**config.mk**
```make
export PLATFORM = sky130hd
export DESIGN_NAME = mixer_sequencer
export DESIGN_NICKNAME = d
export VERILOG_FILES = /design/src/rtl/mixer_sequencer_pkg.sv /design/src/rtl/mixer_sequencer_sample_hold.sv /design/src/rtl/mixer_sequencer.sv
export SDC_FILE = /design/constraint.sdc
export NUM_CORES = 1
export LEC_CHECK = 0
export ABC_AREA = 1
export ABC_CLOCK_PERIOD_IN_PS = 1400
export CAP_MARGIN = 30
export CORE_UTILIZATION = 55
export CTS_CLUSTER_DIAMETER = 50
export DETAILED_ROUTE_END_ITERATION = 8
export DONT_BUFFER_PORTS = 1
export PLACE_DENSITY = 0.75
export SLEW_MARGIN = 25
export SYNTH_ARGS = -nofsm -noshare
export SYNTH_HDL_FRONTEND = slang
export SYNTH_HIERARCHICAL = 1
export SYNTH_SLANG_ARGS = --single-unit
```
**constraint.sdc**
```tcl
create_clock -name i_clock -period 1.4 [get_ports i_clock]
set_input_delay 0.07 -clock i_clock [delete_from_list [all_inputs] [get_ports i_clock]]
set_output_delay 0.07 -clock i_clock [all_outputs]
set_load 0.01 [all_outputs]
```
**src/rtl/mixer_sequencer_pkg.sv**
```systemverilog
// Shared definitions for the mixer sequencer: FSM encoding, level codes and default widths.
package mixer_sequencer_pkg;

    localparam int unsigned SAMPLE_WIDTH_DEF  = 8;
    localparam int unsigned LEVEL_WIDTH_DEF   = 3;
    localparam int unsigned OVERRUN_WIDTH     = 8;

    localparam logic [2:0] LEVEL_OFF  = 3'b111;
    localparam logic [2:0] LEVEL_FULL = 3'b000;

    typedef enum logic [1:0] {
        StIdle  = 2'd0,
        StLoad1 = 2'd1,
        StLoad2 = 2'd2,
        StExec  = 2'd3
    } seq_state_e;

endpackage

```
**src/rtl/mixer_sequencer_sample_hold.sv**
```systemverilog
// Zero-order hold for one oscillator, plus the value a frame snapshot taken this cycle should see
// (a valid coincident with the tick bypasses the stale hold value).
module mixer_sequencer_sample_hold
    import mixer_sequencer_pkg::*;
#(
    parameter int unsigned SAMPLE_WIDTH = SAMPLE_WIDTH_DEF
) (
    input  logic                    i_clock,
    input  logic                    i_reset,
    input  logic [SAMPLE_WIDTH-1:0] i_sample,
    input  logic                    i_valid,
    output logic [SAMPLE_WIDTH-1:0] o_snap
);

    logic [SAMPLE_WIDTH-1:0] r_hold;

    always_ff @(posedge i_clock) begin
        if (i_reset) begin
            r_hold <= '0;
        end else if (i_valid) begin
            r_hold <= i_sample;
        end
    end

    assign o_snap = i_valid ? i_sample : r_hold;

endmodule

```
**src/rtl/mixer_sequencer.sv**
```systemverilog
// Sequences the two-input mixer once per sample tick: load channel 1, load channel 2, execute.
// Levels are latched at the tick; ticks arriving mid-frame are dropped and counted.
module mixer_sequencer
    import mixer_sequencer_pkg::*;
#(
    parameter int unsigned SAMPLE_WIDTH = SAMPLE_WIDTH_DEF,
    parameter int unsigned LEVEL_WIDTH  = LEVEL_WIDTH_DEF
) (
    input  logic                     i_clock,
    input  logic                     i_reset,
    input  logic [SAMPLE_WIDTH-1:0]  i_osc1_sample,
    input  logic                     i_osc1_valid,
    input  logic [SAMPLE_WIDTH-1:0]  i_osc2_sample,
    input  logic                     i_osc2_valid,
    input  logic [LEVEL_WIDTH-1:0]   i_level_1,
    input  logic [LEVEL_WIDTH-1:0]   i_level_2,
    input  logic                     i_sample_tick,
    output logic [SAMPLE_WIDTH-1:0]  o_sample,
    output logic                     o_sample_1_load,
    output logic                     o_sample_2_load,
    output logic [LEVEL_WIDTH-1:0]   o_sample_1_level,
    output logic [LEVEL_WIDTH-1:0]   o_sample_2_level,
    output logic                     o_execute,
    output logic                     o_busy,
    output logic [OVERRUN_WIDTH-1:0] o_overrun_count
);

    seq_state_e r_state;
    seq_state_e w_state_d;

    logic [SAMPLE_WIDTH-1:0]  w_snap1;
    logic [SAMPLE_WIDTH-1:0]  w_snap2;
    logic [SAMPLE_WIDTH-1:0]  r_frame2;
    logic [SAMPLE_WIDTH-1:0]  r_sample;
    logic                     r_load1;
    logic                     r_load2;
    logic                     r_exec;
    logic                     r_busy;
    logic [LEVEL_WIDTH-1:0]   r_level1;
    logic [LEVEL_WIDTH-1:0]   r_level2;
    logic [OVERRUN_WIDTH-1:0] r_overrun;
    logic                     w_start;
    logic                     w_drop;

    mixer_sequencer_sample_hold #(
        .SAMPLE_WIDTH (SAMPLE_WIDTH)
    ) u_hold1 (
        .i_clock  (i_clock),
        .i_reset  (i_reset),
        .i_sample (i_osc1_sample),
        .i_valid  (i_osc1_valid),
        .o_snap   (w_snap1)
    );

    mixer_sequencer_sample_hold #(
        .SAMPLE_WIDTH (SAMPLE_WIDTH)
    ) u_hold2 (
        .i_clock  (i_clock),
        .i_reset  (i_reset),
        .i_sample (i_osc2_sample),
        .i_valid  (i_osc2_valid),
        .o_snap   (w_snap2)
    );

    assign w_start = i_sample_tick && (r_state == StIdle);
    assign w_drop  = i_sample_tick && (r_state != StIdle);

    always_comb begin
        w_state_d = r_state;
        case (r_state)
            StIdle:  if (i_sample_tick) w_state_d = StLoad1;
            StLoad1: w_state_d = StLoad2;
            StLoad2: w_state_d = StExec;
            StExec:  w_state_d = StIdle;
            default: w_state_d = StIdle;
        endcase
    end

    // The bus register itself is the channel-1 frame value during LOAD1; only f2 needs its own
    // register, handed to the bus on the LOAD1 -> LOAD2 edge and held through EXEC.
    always_ff @(posedge i_clock) begin
        if (i_reset) begin
            r_state   <= StIdle;
            r_frame2  <= '0;
            r_sample  <= '0;
            r_load1   <= 1'b0;
            r_load2   <= 1'b0;
            r_exec    <= 1'b0;
            r_busy    <= 1'b0;
            r_level1  <= '1;
            r_level2  <= '1;
            r_overrun <= '0;
        end else begin
            r_state <= w_state_d;
            r_load1 <= (w_state_d == StLoad1);
            r_load2 <= (w_state_d == StLoad2);
            r_exec  <= (w_state_d == StExec);
            r_busy  <= (w_state_d != StIdle);
            if (w_start) begin
                r_sample <= w_snap1;
                r_frame2 <= w_snap2;
                r_level1 <= i_level_1;
                r_level2 <= i_level_2;
            end else if (r_state == StLoad1) begin
                r_sample <= r_frame2;
            end
            if (w_drop && (r_overrun != '1)) begin
                r_overrun <= r_overrun + 1'b1;
            end
        end
    end

    assign o_sample         = r_sample;
    assign o_sample_1_load  = r_load1;
    assign o_sample_2_load  = r_load2;
    assign o_sample_1_level = r_level1;
    assign o_sample_2_level = r_level2;
    assign o_execute        = r_exec;
    assign o_busy           = r_busy;
    assign o_overrun_count  = r_overrun;

endmodule

```
==> results.sh <==
export IMPL_synth_area_leader_cell="dfxtp_1"
export IMPL_layout_commonest_cell="nand2_1"
export IMPL_synthMuxAreaShare_pct=0
export IMPL_grt_use_total_pct=20.5
export IMPL_core_rowCount=24
export IMPL_drt_drc_violations_left=0
export IMPL_hold_viol=0
export IMPL_power_leakage_nw=1.60
export IMPL_fp_dieArea_um2=4940
export IMPL_synth_area_top_cells="dfxtp_1 41%, nand2_1 13%, inv_1 12%"
export IMPL_final_cells=457
export IMPL_hold_start="i_osc1_sample[4]"
export IMPL_synth_xor_area_share_pct=0
export IMPL_critPathArrivalTime_ns=1.59
export IMPL_drive_gt1_share_pct=24.7
export IMPL_worst_pin_slew_ns=0.455
export IMPL_vias=2133
export IMPL_core_area_um2=4410
export IMPL_cts_sinks=52
export IMPL_path_class="reg2reg"
export IMPL_nets=436
export IMPL_vias_per_cell=4.67
export IMPL_syn_cell_area_um2=2560
export IMPL_cts_root_buf="clkbuf_8"
export IMPL_syn2layout_area_growth_pct=21.5
export IMPL_finish_instance_area_um2=3120
export IMPL_finalSetupViolations=0
export IMPL_htreeDepth=2
export IMPL_startpoint_type="flip-flop"
export IMPL_dp_cells=410
export IMPL_clk_pin_slew_worst_paths_ns=0.10
export IMPL_multi_input_area_um2=1120
export IMPL_rsz0062_at_grt="true"
export IMPL_startpoint="r_state[0]"
export IMPL_timing_final_crit_period_ns=1.37
export IMPL_synth_simple_gate_area_share_pct=35.4
export IMPL_synth_nets=392
export IMPL_required_ns=1.61
export IMPL_start_util_pct=58.1
export IMPL_peakVddDrop_mv=0.832
export IMPL_die_width_um=70.3
export IMPL_gp_congestion=0.788
export IMPL_cts_tree="done"
export IMPL_grt_pass1_wl_mm=8.07
export IMPL_yosysTopAreaCellShare_pct=40.6
export IMPL_clock_path_buffers=2
export IMPL_yosysUniqueCellTypes=24
export IMPL_antenna_cells=0
export IMPL_drt_first_iter_violations=133
export IMPL_die_h_um=70.3
export IMPL_dpl_cell_area_um2=2590
export IMPL_synth_seq_cells=52
export IMPL_fmax_ghz=0.727
export IMPL_grt_overflow=0
export IMPL_p_total_w=0.00362
export IMPL_finalMaxSlewViolations=0
export IMPL_status="complete, no violations"
export IMPL_clk_latency_ns=0.31
export IMPL_first_pass_iters=4
export IMPL_fin_tns_setup_ns=0
export IMPL_io_pins=53
export IMPL_synth_top_family_by_area="simple AND/OR/NAND/NOR gates"
export IMPL_finalCritPeriodShare_pct=98.2
export IMPL_hold_path_class="in2reg"
export IMPL_drt_total_wl_mm=5.09
export IMPL_relSlewSlack_pct=69.6
export IMPL_dp_hpwl_mm=3.16
export IMPL_syn_inst=360
export IMPL_antenna_left=0
export IMPL_finClkSkew_ns=0.00830
export IMPL_syn_avg_cell_area_um2=7.12
export IMPL_synth_compound_area_share_pct=4.39
export IMPL_yosysWarnings=6
export IMPL_powerDensity_nw_per_um2=1160
export IMPL_numPortBuffers=0
export IMPL_wl_per_cell_um=11.1
export IMPL_seqCellArea_um2=1050
export IMPL_yosys_area_share_adder_pct=2.44
export IMPL_layout_common_cells="83 x nand2_1, 80 x inv_1, 50 x dfxtp_1"
export IMPL_reg2reg_from="r_state[0]"
export IMPL_cts_buffers=5
export IMPL_path_max_fanout=7
export IMPL_grt_max_degree=30
export IMPL_grt_pass1_vias=1938
export IMPL_antenna_found_initial=0
export IMPL_fillers=359
export IMPL_cp_end_kind="flip-flop"
export IMPL_synth_seq_area_share_pct=40.6
export IMPL_max_cap_violations=0
worst max-delay path, stage by stage, from the launching register on:
cell and delay, ns:
dfxtp_4 0.38, inv_4 0.04, ha_4 0.16, nand2_4 0.10
clkinv_8 0.07, buf_6 0.13, buf_4 0.14, nand2_1 0.08
nand3_2 0.08, nand2_1 0.06, inv_1 0.04
sequential cells by signal, summed over array words and instances, names as in the netlist:
| name | cells |
|---|---|
| o_busy | 1 |
| o_execute | 1 |
| o_overrun_count | 8 |
| o_sample | 8 |
| o_sample_1_level | 3 |
| o_sample_1_load | 1 |
| o_sample_2_level | 3 |
| o_sample_2_load | 1 |
| r_frame2 | 8 |
| r_state | 2 |
| u_hold1/r_hold | 8 |
| u_hold2/r_hold | 8 |
kinds of logic after synthesis:
| family | Yosys count |
|---|---|
| flip-flops | 52 |
| AND/OR/NAND/NOR | 188 |
| adder cells (fa/ha/maj) | 5 |
| AO/OA/AOI/OAI | 20 |
| buffers and inverters | 95 |
cell usage after synthesis, drive strengths merged:
library cell	instances
nor3	1
inv	86
nand4	1
ha	5
buf	6
nor2	43
clkbuf	3
nand3	18
o211ai	3
nand3b	1
nand2	124
o21ai	5
a21oi	12
dfxtp	52
worst paths after layout:
| check | endpoint | slack (ns) | cells past startpoint |
|---|---|---|---|
| max | o_sample[3] | 0.03 | 10 |
| max reg2reg | o_sample[3] | 0.03 | 10 |
| min reg2reg | r_frame2[5] | 0.50 | 2 |
| min | u_hold1/r_hold[4] | 0.004 | 4 |
where the power goes:
part / switching (W) / internal (W)
registers: 0.000126 / 0.00165
logic: 0.000530 / 0.000430
clock network: 0.000521 / 0.000365
through the flow:
step	setup slack [ns]	hold slack, ns	utilization (%)
finish	0.0251	0.00410	70.6
global route	-0.0462	0.0251	70.6
CTS	0.00104	0.000928	67.1
detailed placement	0.0293	0.142	58.6
global placement	0.0815	0.143	58.6
floorplan	0.152	0.139	-
per-layer routing:
metal / vias up / GRT usage [%] / part of all wire (%)
li1: 1130 / - / -
met1: 947 / 24.6 / 45
met2: 52 / 36.3 / 49
met3: 4 / 5.19 / 4.7
met4: 0 / 5.33 / 0.84
met5: - / 0 / 0
final cells by class:
type	instances	area share, %
sequential	52	33.6
multi-input combinational	213	35.9
tap	52	2.09
clock inverter	3	0.843
clock buffer	5	2.21
inverter	86	11.5
timing repair buffer	46	13.9
timing repair:
item	in CTS	in global routing
buffers inserted	0	12
hold endpoints to repair	35	0
gates resized for setup	0	23
hold buffers	27	0
endpoints found under the setup margin	0	32
Note: power is estimated with default switching activity, not from simulation.
